<file path="src/rtl/rx_block_fifo_pkg.sv">
// Shared defaults for the receive block buffer and its FIFO.
package rx_block_fifo_pkg;

    localparam int DEF_DATA_W      = 8;
    localparam int DEF_BLOCK_BYTES = 16;
    localparam int DEF_DEPTH       = 4;

    // Width of a word counter able to hold 0..n.
    function automatic int cnt_width(input int n);
        return $clog2(n) + 1;
    endfunction

endpackage

</file>
<file path="src/rtl/rx_block_fifo_fifo.sv">
// Synchronous single-clock block FIFO with registered read port and occupancy count.
module block_fifo
    import rx_block_fifo_pkg::*;
#(
    parameter int WIDTH = 128,
    parameter int DEPTH = DEF_DEPTH
) (
    input  logic                         clk,
    input  logic                         reset,
    input  logic                         push,
    input  logic [WIDTH-1:0]             wr_data,
    input  logic                         pop,
    output logic                         push_ok,
    output logic [WIDTH-1:0]             rd_data,
    output logic                         rd_valid,
    output logic                         empty,
    output logic                         full,
    output logic [cnt_width(DEPTH)-1:0]  count
);

    localparam int AW = $clog2(DEPTH);
    localparam int CW = cnt_width(DEPTH);

    logic [WIDTH-1:0] mem [DEPTH];
    logic [AW-1:0]    wr_ptr_reg;
    logic [AW-1:0]    rd_ptr_reg;
    logic [CW-1:0]    count_reg;
    logic [WIDTH-1:0] rd_data_reg;
    logic             rd_valid_reg;
    logic             pop_ok;

    // Flags derive from the registered count only.
    assign empty   = (count_reg == '0);
    assign full    = (count_reg == CW'(DEPTH));
    assign pop_ok  = pop && !empty;
    // A slot freed by a same-cycle pop can take the incoming block.
    assign push_ok = push && (!full || pop_ok);

    // Block storage; no reset so it maps onto block RAM.
    always_ff @(posedge clk) begin
        if (push_ok) begin
            mem[wr_ptr_reg] <= wr_data;
        end
    end

    // Pointers, occupancy and registered read port.
    always_ff @(posedge clk) begin
        if (reset) begin
            wr_ptr_reg   <= '0;
            rd_ptr_reg   <= '0;
            count_reg    <= '0;
            rd_data_reg  <= '0;
            rd_valid_reg <= 1'b0;
        end else begin
            rd_valid_reg <= pop_ok;
            if (push_ok) begin
                wr_ptr_reg <= wr_ptr_reg + 1'b1;
            end
            if (pop_ok) begin
                rd_ptr_reg  <= rd_ptr_reg + 1'b1;
                rd_data_reg <= mem[rd_ptr_reg];
            end
            if (push_ok && !pop_ok) begin
                count_reg <= count_reg + 1'b1;
            end else if (pop_ok && !push_ok) begin
                count_reg <= count_reg - 1'b1;
            end
        end
    end

    assign count    = count_reg;
    assign rd_data  = rd_data_reg;
    assign rd_valid = rd_valid_reg;

endmodule

</file>
<file path="src/rtl/rx_block_fifo.sv">
// Packs received words into blocks and queues complete blocks for the AES core.
module rx_block_fifo
    import rx_block_fifo_pkg::*;
#(
    parameter int DATA_W      = DEF_DATA_W,
    parameter int BLOCK_BYTES = DEF_BLOCK_BYTES,
    parameter int DEPTH       = DEF_DEPTH,
    parameter bit MSB_FIRST   = 1'b1
) (
    input  logic                                 clk,
    input  logic                                 reset,
    input  logic [DATA_W-1:0]                    din,
    input  logic                                 din_valid,
    input  logic                                 clear,
    input  logic                                 read_en,
    input  logic                                 clr_of,
    output logic [DATA_W*BLOCK_BYTES-1:0]        dout,
    output logic                                 dout_valid,
    output logic                                 empty,
    output logic                                 full,
    output logic [cnt_width(DEPTH)-1:0]          count,
    output logic [cnt_width(BLOCK_BYTES)-1:0]    byte_cnt,
    output logic                                 of
);

    localparam int BW  = DATA_W * BLOCK_BYTES;
    localparam int BCW = cnt_width(BLOCK_BYTES);

    logic [BW-1:0]  asm_reg, asm_next;
    logic [BCW-1:0] byte_cnt_reg, byte_cnt_next;
    logic           of_reg, of_next;
    logic [BW-1:0]  asm_base;
    logic [BCW-1:0] cnt_base;
    logic [BW-1:0]  asm_shifted;
    logic           push;
    logic           push_ok;

    // Clear takes effect before the word arriving in the same cycle.
    assign asm_base = clear ? '0 : asm_reg;
    assign cnt_base = clear ? '0 : byte_cnt_reg;

    // Word insertion point depends on the selected byte order.
    generate
        if (MSB_FIRST) begin : g_msb_first
            logic [BW+DATA_W-1:0] cat;
            assign cat         = {asm_base, din};
            assign asm_shifted = cat[BW-1:0];
        end else begin : g_lsb_first
            logic [BW+DATA_W-1:0] cat;
            assign cat         = {din, asm_base};
            assign asm_shifted = cat[BW+DATA_W-1:DATA_W];
        end
    endgenerate

    // Assembler next state, block completion and sticky overflow.
    always_comb begin
        asm_next      = asm_base;
        byte_cnt_next = cnt_base;
        push          = 1'b0;
        if (din_valid) begin
            if (cnt_base == BCW'(BLOCK_BYTES - 1)) begin
                push          = 1'b1;
                asm_next      = '0;
                byte_cnt_next = '0;
            end else begin
                asm_next      = asm_shifted;
                byte_cnt_next = cnt_base + 1'b1;
            end
        end
        // A drop in the same cycle as clr_of wins so it is never missed.
        of_next = (of_reg && !clr_of) || (push && !push_ok);
    end

    // Assembler and overflow state registers.
    always_ff @(posedge clk) begin
        if (reset) begin
            asm_reg      <= '0;
            byte_cnt_reg <= '0;
            of_reg       <= 1'b0;
        end else begin
            asm_reg      <= asm_next;
            byte_cnt_reg <= byte_cnt_next;
            of_reg       <= of_next;
        end
    end

    block_fifo #(
        .WIDTH (BW),
        .DEPTH (DEPTH)
    ) u_fifo (
        .clk      (clk),
        .reset    (reset),
        .push     (push),
        .wr_data  (asm_shifted),
        .pop      (read_en),
        .push_ok  (push_ok),
        .rd_data  (dout),
        .rd_valid (dout_valid),
        .empty    (empty),
        .full     (full),
        .count    (count)
    );

    assign byte_cnt = byte_cnt_reg;
    assign of       = of_reg;

endmodule

</file>
<file path="config.mk">
export PLATFORM = sky130hd
export DESIGN_NAME = rx_block_fifo
export DESIGN_NICKNAME = d
export VERILOG_FILES = /design/src/rtl/rx_block_fifo_pkg.sv /design/src/rtl/rx_block_fifo_fifo.sv /design/src/rtl/rx_block_fifo.sv
export SDC_FILE = /design/constraint.sdc
export NUM_CORES = 1
export LEC_CHECK = 0
export BUFFER_PORTS_ARGS = -buffer_cell sky130_fd_sc_hd__buf_4
export CAP_MARGIN = 20
export CORE_MARGIN = 4
export CORE_UTILIZATION = 35
export DETAILED_ROUTE_END_ITERATION = 7
export GPL_ROUTABILITY_DRIVEN = 0
export SYNTH_ARGS = -nofsm -noshare
export SYNTH_HDL_FRONTEND = slang
export SYNTH_SLANG_ARGS = --single-unit
</file>
<file path="constraint.sdc">
create_clock -name clk -period 8.1 [get_ports clk]
set_input_delay 1.62 -clock clk [delete_from_list [all_inputs] [get_ports clk]]
set_output_delay 1.62 -clock clk [all_outputs]
set_load 0.05 [all_outputs]
</file>
==> results.md <==
- Vias/cell: ~5.1
- Final core utilization: 0.413
- Antenna Cells: 0
- EDFF count, synth: approximately 510
- Leak: between 10 and 15 nW
- Syn avg cell area: between 15 and 20 sq um
- Fin area: roughly 0.034 sq mm
- Vias in the first global route: ~15000
- Net switching power: 1.54 mW
- CTS tree: yes
- FF+latch count, synth: slightly below 800
- Post-synthesis sequential area ratio: 0.715
- PwrDens: 235 mW/mm^2
- DR pass1 iterations: 5
- FF-to-FF Start: byte_cnt[0]$_SDFF_PP0_
- Switch share: 0.195
- DRC Markers: 0
- R2R Setup Slk: 4.44 ns
- Total clock buffers created by CTS: 78
- Area grow syn2layout: 16.2%
- Clock Skews: 0.0209 ns
- Mapped Area: slightly below 0.03 sq mm
- Final period utilization: 0.574
- Post-DP HPWL: approximately 36 mm
- Worst Hold Path Cells: 2
- Cell mode on critical path: buf_4
- Yosys cell types: 38
- First-pass GRT wire length: 96.2 mm
- Fin nets: ~1800
- Worst-skew pair later-pin latency: approximately 0.6 ns
- Endpoint type of the worst setup path: flop
- Share of layout cells above drive strength 1: 0.229
- Dpl cell area: 0.0308 sq mm
- Sum Neg Setup Slack: 0 ns
- Post-CTS sizing: 0
- Worst hold start: of$_SDFF_PP0_
- Max transition margin: 0.360
- FP Rows: 104
- Initial antenna violation count: 0
- Die area: just under 0.09 sq mm
- Combinational share of power: 0.011
- Status: finished, final reports clean
- Crit Path Max Fanout: 78
- GRT Resource Usage Total: 0.144
- Clk root buf: clkbuf_16
- Synth Flop Type: edfxtp_1
- R2R Path End: u_fifo.mem[2][80]$_DFFE_PP_
- Initial DRC count: 1035
- Via count: approximately 15000
- Final hold viol count: 0
- Yosys warns: 0
- Clock buffer depth: 3
- CTS H-tree depth: 3
- Die width: about 300 um
- FMAX: between 0.2 and 0.25 GHz
- Final Power: a little under 8 mW
- CP Buf/Inv Count: 3
- Slowest-stage cell, CP: and2_4
- Tmin final: ~4.6 ns
- Initial cell density of the core: 0.356
- Clock share of power: 0.462
- WL per Instance: 21.5 um
- P_int: 6.35 mW
- CP startpoint kind: input port
- # port buffers: roughly 150
- Post-CTS Setup Bufs: 0
- Clock transition at the registers of the reported paths: about 0.060 ns
- Slew @ Worst Pin: around 0.96 ns
- Unrepaired setup endpoints after global routing: false
- Max IR drop VDD: 0.000150 V
- Ports: roughly 150
- Worst EP required: around 8.3 ns
- Syn Nets: roughly 1700
- Mapped Cells: 1713
- WP data arrival: approximately 4.9 ns
- Max FFs per register: a little over 500
- Max stage delay on crit path: just under 0.8 ns
- Number of cells on the critical path: 8
- Hold slack: 0.473 ns
- Clk sink count: a little under 800
- Maxcap violations: 0
- Die height: roughly 300 um
- WL final: approximately 63 mm
- Pin count of the biggest net entering global routing: between 100 and 150
- Hold Crit Class: reg2reg
- Hold endpoint: of$_SDFF_PP0_
- Reg2Reg Depth: 7
- Hold-fix buffers, CTS: 0
- Sequential Power Share: 0.528
- Async S/R FF share, synth: 0
- Endpoints failing setup: 0
- Final Slew Violations: 0
- Crit-path leading delay family: simple AND/OR/NAND/NOR gates
- Worst path cell trace: buf_4, nor2b_1, ha_1, nand4b_4, buf_4, nor4b_4, and2_4, buf_12
- Global route overflow: 0
- Setup CP Type: in2reg
- Core ar.: 0.0811 sq mm
- Routed Antenna Nets: 0
==> synth_stat cells, types with 2 or more instances <==
| library cell | count | area [sq um] |
|---|---|---|
| edfxtp_1 | 512 | 15400 |
| dfxtp_1 | 262 | 5250 |
| a22o_1 | 128 | 1120 |
| mux4_2 | 128 | 2880 |
| nand2b_1 | 125 | 782 |
| a21oi_1 | 123 | 616 |
| nor2b_1 | 122 | 763 |
| o211ai_1 | 120 | 901 |
| clkbuf_1 | 72 | 270 |
| buf_2 | 33 | 165 |
| buf_4 | 15 | 113 |
| buf_6 | 11 | 124 |
| nor2_1 | 11 | 41.3 |
| buf_1 | 9 | 33.8 |
| ha_1 | 6 | 75.1 |
| xor2_1 | 5 | 43.8 |
| and2_1 | 4 | 25.0 |
| inv_1 | 4 | 15.0 |
| mux2i_1 | 3 | 30.0 |
| nand2_1 | 2 | 7.51 |
==> layout by cell type, fill, tap and decap left out, types with 2 or more instances in the layout <==
cell type   netlist  layout
nor2_1           11      10
xor2_1            5       5
inv_1             4       4
o211ai_1        120     120
clkbuf_1         72      21
buf_12            0       4
mux2i_1           3       3
edfxtp_1        512     512
clkinvlp_4        0       2
clkbuf_16         0      86
clkbuf_8          0      14
bufinv_16         0       3
nand2_1           2       2
buf_4            15     167
clkinv_4          0       3
dfxtp_1         262     259
a21oi_1         123     123
and2_4            0       4
nor2b_1         122     122
dfxtp_4           0       3
clkinv_2          0       9
mux4_2          128     128
a22o_1          128     128
nand2b_1        125     125
ha_1              6       6
clkinv_1          0       6
==> cell type report <==
cell class / instances / area, sq um
Timing Repair Buffer: 173 / 1370
Tap cell: 1060 / 1330
Clock inverter: 25 / 228
Inverter: 4 / 15.0
Sequential cell: 774 / 20600
Multi-Input combinational cell: 795 / 7520
Fill cell: 7152 / 47600
Clock buffer: 121 / 2420
==> stage by stage <==
step,std cells,worst slack (ns)
final,2952,3.45
after global routing,2952,3.24
after CTS,2951,3.40
after detailed placement,2805,2.76
after global placement,2805,2.90
after floorplan,1713,1.71
==> worst min-delay path: cells and delay by family (launching register included) <==
| family | cells | cell delay (ns) |
|---|---|---|
| AOI/OAI and AO/OA | 1 | 0.06 |
| DFF | 1 | 0.31 |
| and+or+nand+nor | 1 | 0.06 |
==> worst max path at each step <==
stage / from / to / slack (ns)
2_1_floorplan: clear / u_fifo.mem[0][0]$_DFFE_PP_ / 1.71
3_3_place_gp: clear / u_fifo.mem[2][58]$_DFFE_PP_ / 2.90
3_5_place_dp: clear / u_fifo.mem[2][58]$_DFFE_PP_ / 2.76
4_1_cts: clear / u_fifo.mem[2][62]$_DFFE_PP_ / 3.40
5_1_grt: clear / u_fifo.mem[0][80]$_DFFE_PP_ / 3.24
6_report: clear / u_fifo.mem[2][80]$_DFFE_PP_ / 3.45
==> power by group through the flow <==
stage	Sequential [mW]	Combinational (mW)	Clock (mW)
floorplan	4.25	0.0593	0
global placement	4.25	0.0824	0
detailed placement	4.25	0.0848	0
CTS	4.16	0.0850	3.73
global route	4.16	0.0909	3.89
finish	4.17	0.0839	3.64
==> per-layer routing <==
layer	vias up	global-route usage	share of wire	wire length [um]
met3	82	0.0307	0.059	3770
met5	-	0	0	0
li1	6918	-	-	-
met4	0	0.0434	0.021	1320
met1	7765	0.192	0.43	27300
met2	341	0.238	0.49	31100
==> cell families (layout without fill, tap and decap cells) <==
| group | count (synthesis) | after routing | synth area share |
|---|---|---|---|
| AOI/OAI and AO/OA | 377 | 377 | 0.0936 |
| xor gates and xnor gates | 6 | 6 | 0.00182 |
| adders and majority gates | 7 | 7 | 0.00330 |
| buffers and inverters | 144 | 323 | 0.0250 |
| DFF | 774 | 774 | 0.715 |
| muxes | 132 | 132 | 0.101 |
| and+or+nand+nor | 273 | 273 | 0.0598 |
Note: power is estimated with default switching activity, not from simulation.
